$ cat src/rtl/mem_stage.sv
`default_nettype none
// ------------------------------------------------------------------
// mem_stage : load/store stage, single outstanding load, held response
// Rev 1.0
// ------------------------------------------------------------------
module mem_stage #(
  parameter int N = 8,
  parameter int B = 8
) (
  input  logic           clk,
  input  logic           rst,
  input  logic           req_valid,
  output logic           req_ready,
  input  logic           req_we,
  input  logic [N-1:0]   req_addr,
  input  logic [4*B-1:0] req_wdata,
  input  logic [4:0]     req_rd,
  output logic           resp_valid,
  input  logic           resp_ready,
  output logic [4*B-1:0] resp_data,
  output logic [4:0]     resp_rd,
  output logic [N-1:0]   mem_r_addr,
  output logic [N-1:0]   mem_w_addr,
  output logic           mem_r_en,
  output logic           mem_w_en,
  output logic [4*B-1:0] mem_w_data,
  input  logic [4*B-1:0] mem_r_data,
  output logic [15:0]    load_cnt,
  output logic [15:0]    store_cnt,
  output logic [15:0]    stall_cnt
);

  typedef enum logic [1:0] {
    IDLE = 2'd0,
    WAIT = 2'd1,
    HOLD = 2'd2
  } state_t;

  state_t     state;
  state_t     state_next;
  logic [4:0] tag;
  logic       accept;

  always_comb begin
    req_ready  = 1'b0;
    accept     = 1'b0;
    state_next = IDLE;
    case (state)
      IDLE:    req_ready = 1'b1;
      HOLD:    req_ready = resp_ready;
      default: req_ready = 1'b0;
    endcase
    if (rst) req_ready = 1'b0;
    accept = req_valid & req_ready;
    case (state)
      IDLE:    state_next = (accept & ~req_we) ? WAIT : IDLE;
      WAIT:    state_next = HOLD;
      HOLD: begin
        if (resp_ready) state_next = (accept & ~req_we) ? WAIT : IDLE;
        else            state_next = HOLD;
      end
      default: state_next = IDLE;
    endcase
  end

  assign mem_w_en   = accept & req_we;
  assign mem_r_en   = accept & ~req_we;
  assign mem_r_addr = req_addr;
  assign mem_w_addr = req_addr;
  assign mem_w_data = req_wdata;

  always_ff @(posedge clk or posedge rst) begin
    if (rst) begin
      state      <= IDLE;
      tag        <= 5'd0;
      resp_valid <= 1'b0;
      resp_data  <= '0;
      resp_rd    <= 5'd0;
      load_cnt   <= 16'd0;
      store_cnt  <= 16'd0;
      stall_cnt  <= 16'd0;
    end else begin
      state <= state_next;
      if (accept & ~req_we) tag <= req_rd;
      // Memory registered its read data on the accept edge; capture it one edge later.
      if (state == WAIT) begin
        resp_valid <= 1'b1;
        resp_data  <= mem_r_data;
        resp_rd    <= tag;
      end else if (state == HOLD && resp_ready) begin
        resp_valid <= 1'b0;
      end
      if (accept & ~req_we)        load_cnt  <= load_cnt + 16'd1;
      if (accept & req_we)         store_cnt <= store_cnt + 16'd1;
      if (resp_valid & ~resp_ready) stall_cnt <= stall_cnt + 16'd1;
    end
  end

endmodule
`default_nettype wire
$ cat config.mk
export PLATFORM = sky130hd
export DESIGN_NAME = mem_stage
export DESIGN_NICKNAME = d
export VERILOG_FILES = /design/src/rtl/mem_stage.sv
export SDC_FILE = /design/constraint.sdc
export NUM_CORES = 1
export LEC_CHECK = 0
export BUFFER_PORTS_ARGS = -buffer_cell sky130_fd_sc_hd__buf_2
export CORE_MARGIN = 5
export CORE_UTILIZATION = 34
export CTS_CLUSTER_SIZE = 24
export DETAILED_ROUTE_END_ITERATION = 8
export GPL_TIMING_DRIVEN = 0
export PLACE_DENSITY_LB_ADDON = 0.2
export RECOVER_POWER = 100
export REMOVE_ABC_BUFFERS = 1
export SLEW_MARGIN = 10
export SYNTH_ARGS = -nofsm -noshare
export SYNTH_HDL_FRONTEND = slang
export SYNTH_SLANG_ARGS = --single-unit
$ cat constraint.sdc
create_clock -name clk -period 3.55 [get_ports clk]
set_clock_uncertainty 0.05 [all_clocks]
set_input_delay 1.065 -clock clk [delete_from_list [all_inputs] [get_ports clk]]
set_output_delay 1.065 -clock clk [all_outputs]
set_load 0.02 [all_outputs]
* Word level (Yosys, flattened, before mapping)
Cells that the tools add are included.
Word-level totals: output and inout port bits 137, flip-flop bits (word level) 93, word-level logic and storage cells 29, input port bits 82
Cells by class: equality and inequality tests 2, bitwise operators 6, muxes and demuxes 7, $add $sub $neg 3, reduce and logical (&&, ||, !) cells 3
Operator list (count):
- 16-bit by 1-bit adder with 16-bit output, second input constant | 3
- 2-bit one-hot mux with 3 select lines | 1
- 1-bit AND | 4
- 1-bit two-way mux | 4
- 2-bit by 1-bit equality test with 1-bit output, second input constant | 1
- 2-bit equality test, second input constant | 1
- 2-bit zero test | 1
- 2-bit two-way mux | 1
- 1-bit NOT | 2
- 1-bit one-hot mux with 2 select lines | 1
- 2-bit nonzero test | 1
- 1-bit logical AND | 1

* Longest topological paths before layout
depth after elaboration 8, gate-level depth with buffers 6, depth with buffers taken out 5

* Least setup slack after synthesis
Ideal clock, no wire load.
kind input to output, start input port rst, end output port mem_w_en, buffers on the path 1, stages 5, slack 0.315 ns, data arrival time 2.120 ns, path through or2_1 buf_6 nor2_1 nand3_1 inv_1
Between the ends: cells in the longest elaborated chain, start to end 3
RTL lines:
- start: declaration | line 11 | input logic rst,
- 1-bit two-way mux | line 53 | if (rst) req_ready = 1'b0;
- via req_ready | line 13 | output logic req_ready,
- 1-bit AND | line 54 | accept = req_valid & req_ready;
- 1-bit AND | line 66 | assign mem_w_en = accept & req_we;
- end: declaration | line 25 | output logic mem_w_en,
The timed path passes the listed nets, and every way through them passes these cells.

* Final worst setup path
start input port rst, end output port mem_w_en
Between the ends: cells in the longest elaborated chain, start to end 3
RTL lines (line):
- 1-bit two-way mux | 53
- 1-bit AND | 54
- 1-bit AND | 66
No other way between the ends.

==> flow_summary_export.csv <==
group,metric,value,unit
cells_and_area,synthToLayoutAreaGrowth,14.9,%
floorplanning,die_x,122,um
hold_path,min_from,"load_cnt[15]",
grt,grt_pass1_vias,2853,
yosys,netlist_instances,340,
cts,h-tree-depth,3,
grt,grt_overflow,0,
cts,cts_tree,"built",
pwr,power,3.11,mW
critical_path,crit_fanout,10,
pwr,p_per_area,634,nW/um^2
timing,layout_min_cycle_time,3.33,ns
timing,maxSlewViolCount,79,
yosys,async_flop_share,100,%
yosys,yosysTopAreaCell,"dfrtp_1",
cts,cts.root.buffer_cell,"clkbuf_16",
critical_path,criticalPathCategory,"in2out",
critical_path,crit_chain,"clkbuf_1 > or2_1 > nor2_1 > nand3_1 > inv_1 > clkbuf_1",
cts,cts.sinks,93,
timing,period_share,93.7,%
critical_path,cp.arrival,2.21,ns
cells_and_area,final_area,4910,um^2
hold_path,hp-class,"reg2reg",
routing,avgViaCountPerCell,4.71,
routing,wl_met1,4.44,mm
critical_path,r2r_slack,0.66,ns
grt,grt_antenna_before_repair,0,
routing,initialDrtViolationCount,118,
yosys,synth.top_cell.area_share,54.5,%
place,place_ws,-0.179,ns
critical_path,required,2.43,ns
pwr,ir_drop,0.000245,V
timing,slew_headroom,-34.9,%
routing,dr.pass1.iters,4,
cells_and_area,drive_gt1_share,25.2,%
pwr,p_leak,2.14,nW
timing,final-setup-viol-count,0,
routing,wirelength,10.8,mm
critical_path,cp_num_buf_inv,3,
outcome,violations,"capacitance limit, slew limit",
critical_path,crit_path_end_kind,"output port",
critical_path,reg2reg_from,"state[1]",
cts,cts_hold_buf,0,
yosys,avgSynthCellArea,12.6,um^2
place,place.detailed.instances,588,
cells_and_area,instances_no_fill,609,
run,max_cap_viol_count,2,
yosys,synth-seq-area-share,54.5,%
place,globalplace.congestion,0.715,
cts,cts_buffer_depth,2,
critical_path,rr_endpoint,"resp_rd[1]",
yosys,ys_top_cells_by_area,"dfrtp_1 (54%), mux2_2 (12%), buf_4 (8.4%)",
routing,vias,2868,
yosys,synthesis.area,4270,um^2
floorplanning,start_util,34.3,%
timing,fmax,0.300,GHz
cts,clk_pin_slew,0.07,ns
grt,grt_pass1_wl,16.3,mm
grt,grt_usage,14.6,%
place,io_buffers,130,
routing,antenna_left,0,
critical_path,critPathLaunchType,"input pin",
yosys,ys_seq_elements,93,
critical_path,critical-path-top-delay-family,"simple AND/OR/NAND/NOR gates",
critical_path,slowest_stage,"or2_1",
cells_and_area,nNetsFinal,517,
timing,finalWorstSetupSlack,0.222,ns
yosys,synth_cell_types,37,
hold_path,whs_endpoint,"load_cnt[15]",
routing,wl_per_cell,17.8,um
floorplanning,dieArea,14900,um^2
floorplanning,core_region_area,12500,um^2
yosys,synth_edf_count,0,
routing,top_layer,"met5",
outcome,status,"finished with violations",
timing,hold_viol,0,
place,placed_cell_area,4800,um^2
routing,drcViolationCount,0,
routing,wl_met3,1.46,mm
critical_path,cp_common_cell,"clkbuf_1",
critical_path,reg2reg_depth,3,
hold_path,hold_path_depth,1,
cts,cts_buffers,9,
floorplanning,placementRows,41,
timing,worst_slew_pin_slew,2.02,ns
floorplanning,pin_count,219,
place,hpwl,8.15,mm
yosys,synth_ff_type,"dfrtp_1",
cts,clock_latency,0.34,ns
routing,wl_met2,4.59,mm
floorplanning,die_h,122,um
grt,grt_max_degree,50,
cells_and_area,antenna_cells,0,
critical_path,critical-path-max-stage-delay,0.36,ns
timing,rsz0062_at_grt,"false",
yosys,yosysWarnings,0,
==> through the flow <==
step                      utilization [%]  hold WS (ns)  setup TNS, ns
after floorplan                         -         0.409         -0.137
after global placement               38.0         0.405        -124.65
after detailed placement             38.5         0.404         -0.320
after CTS                            40.8         0.417       -0.00939
after global routing                 39.4         0.433              0
final                                39.4         0.416              0
==> logic make-up (layout without fill, tap and decap cells) <==
group | count (synthesis) | count (layout) | synth area share (%)
flops | 93 | 93 | 54.5
simple gates | 90 | 90 | 13.2
buf+inv | 61 | 158 | 9.90
xor+xnor | 45 | 45 | 9.23
mux | 45 | 45 | 11.9
fa+ha+maj | 3 | 3 | 0.879
compound gates | 3 | 3 | 0.410
==> area by class of cell <==
cell class              instances  area, um^2
flip-flops and latches         93        2330
repair buffers                137         603
clock inverters                 7        57.6
inverters                       5        18.8
multi-input cells             186        1460
clock buffers                   9         225
well taps                     172         215
fillers                      1277        7560
==> synth_stat cells (2+ instances only) <==
library cell  count
a21oi_1           2
and2_1            2
and3_1            4
and4_1            2
buf_2             5
buf_4            48
dfrtp_1          93
ha_1              3
inv_1             5
mux2_2           45
nand2_1          23
nand3_1          12
nand3b_1          2
nand4_1          11
nor2_1           10
nor2b_1           2
nor3_1            5
nor3b_1           2
nor4_2            2
nor4_4            2
xnor2_1          32
xor2_1           13
==> flip-flops by register name, indices dropped and copies added, names as in the netlist <==
name / cells
load_cnt: 16
resp_data: 32
resp_rd: 5
resp_valid: 1
stall_cnt: 16
state: 2
store_cnt: 16
tag: 5
==> power by group <==
group / switching (mW) / internal (mW)
combinational: 0.482 / 0.283
sequential: 0.162 / 1.27
clock: 0.429 / 0.483
==> placed cells by master, fill, tap and decap left out, types with 2 or more instances in the layout <==
| cell | n |
|---|---|
| ha_1 | 3 |
| nand3_1 | 12 |
| and3_1 | 4 |
| xnor2_1 | 32 |
| xor2_1 | 13 |
| clkbuf_1 | 92 |
| nor3_1 | 5 |
| nand4_1 | 11 |
| a21oi_1 | 2 |
| nand2_1 | 23 |
| dfrtp_1 | 93 |
| inv_6 | 3 |
| nor2_1 | 10 |
| and2_1 | 2 |
| nor4_1 | 5 |
| nand3b_1 | 2 |
| mux2_2 | 45 |
| clkinvlp_4 | 3 |
| clkbuf_4 | 3 |
| inv_1 | 5 |
| and4_1 | 2 |
| buf_2 | 40 |
| clkbuf_16 | 9 |
==> metal layers <==
layer | global-route usage (%) | vias to the layer above
met5 | 8.33 | -
met4 | 6.16 | 4
met3 | 9.66 | 16
met2 | 19.1 | 145
met1 | 18.0 | 1416
li1 | - | 1287
==> worst max-delay path by stage <==
stage          cells after the start  from  slack (ns)            to
2_1_floorplan                      2   rst       -0.14      mem_r_en
3_3_place_gp                       2   rst       -1.32  resp_data[8]
3_5_place_dp                       4   rst       -0.18      mem_r_en
4_1_cts                            4   rst      -0.009      mem_r_en
5_1_grt                            6   rst        0.13      mem_w_en
6_report                           6   rst        0.22      mem_w_en
==> repair_timing <==
item | CTS | global route
pin swaps | 0 | 1
setup endpoints to repair | 2 | 1
buffers inserted | 0 | 5
endpoints found under the hold margin | 0 | 0
resized for setup | 2 | 0
Power figures use the tool's default switching activity.
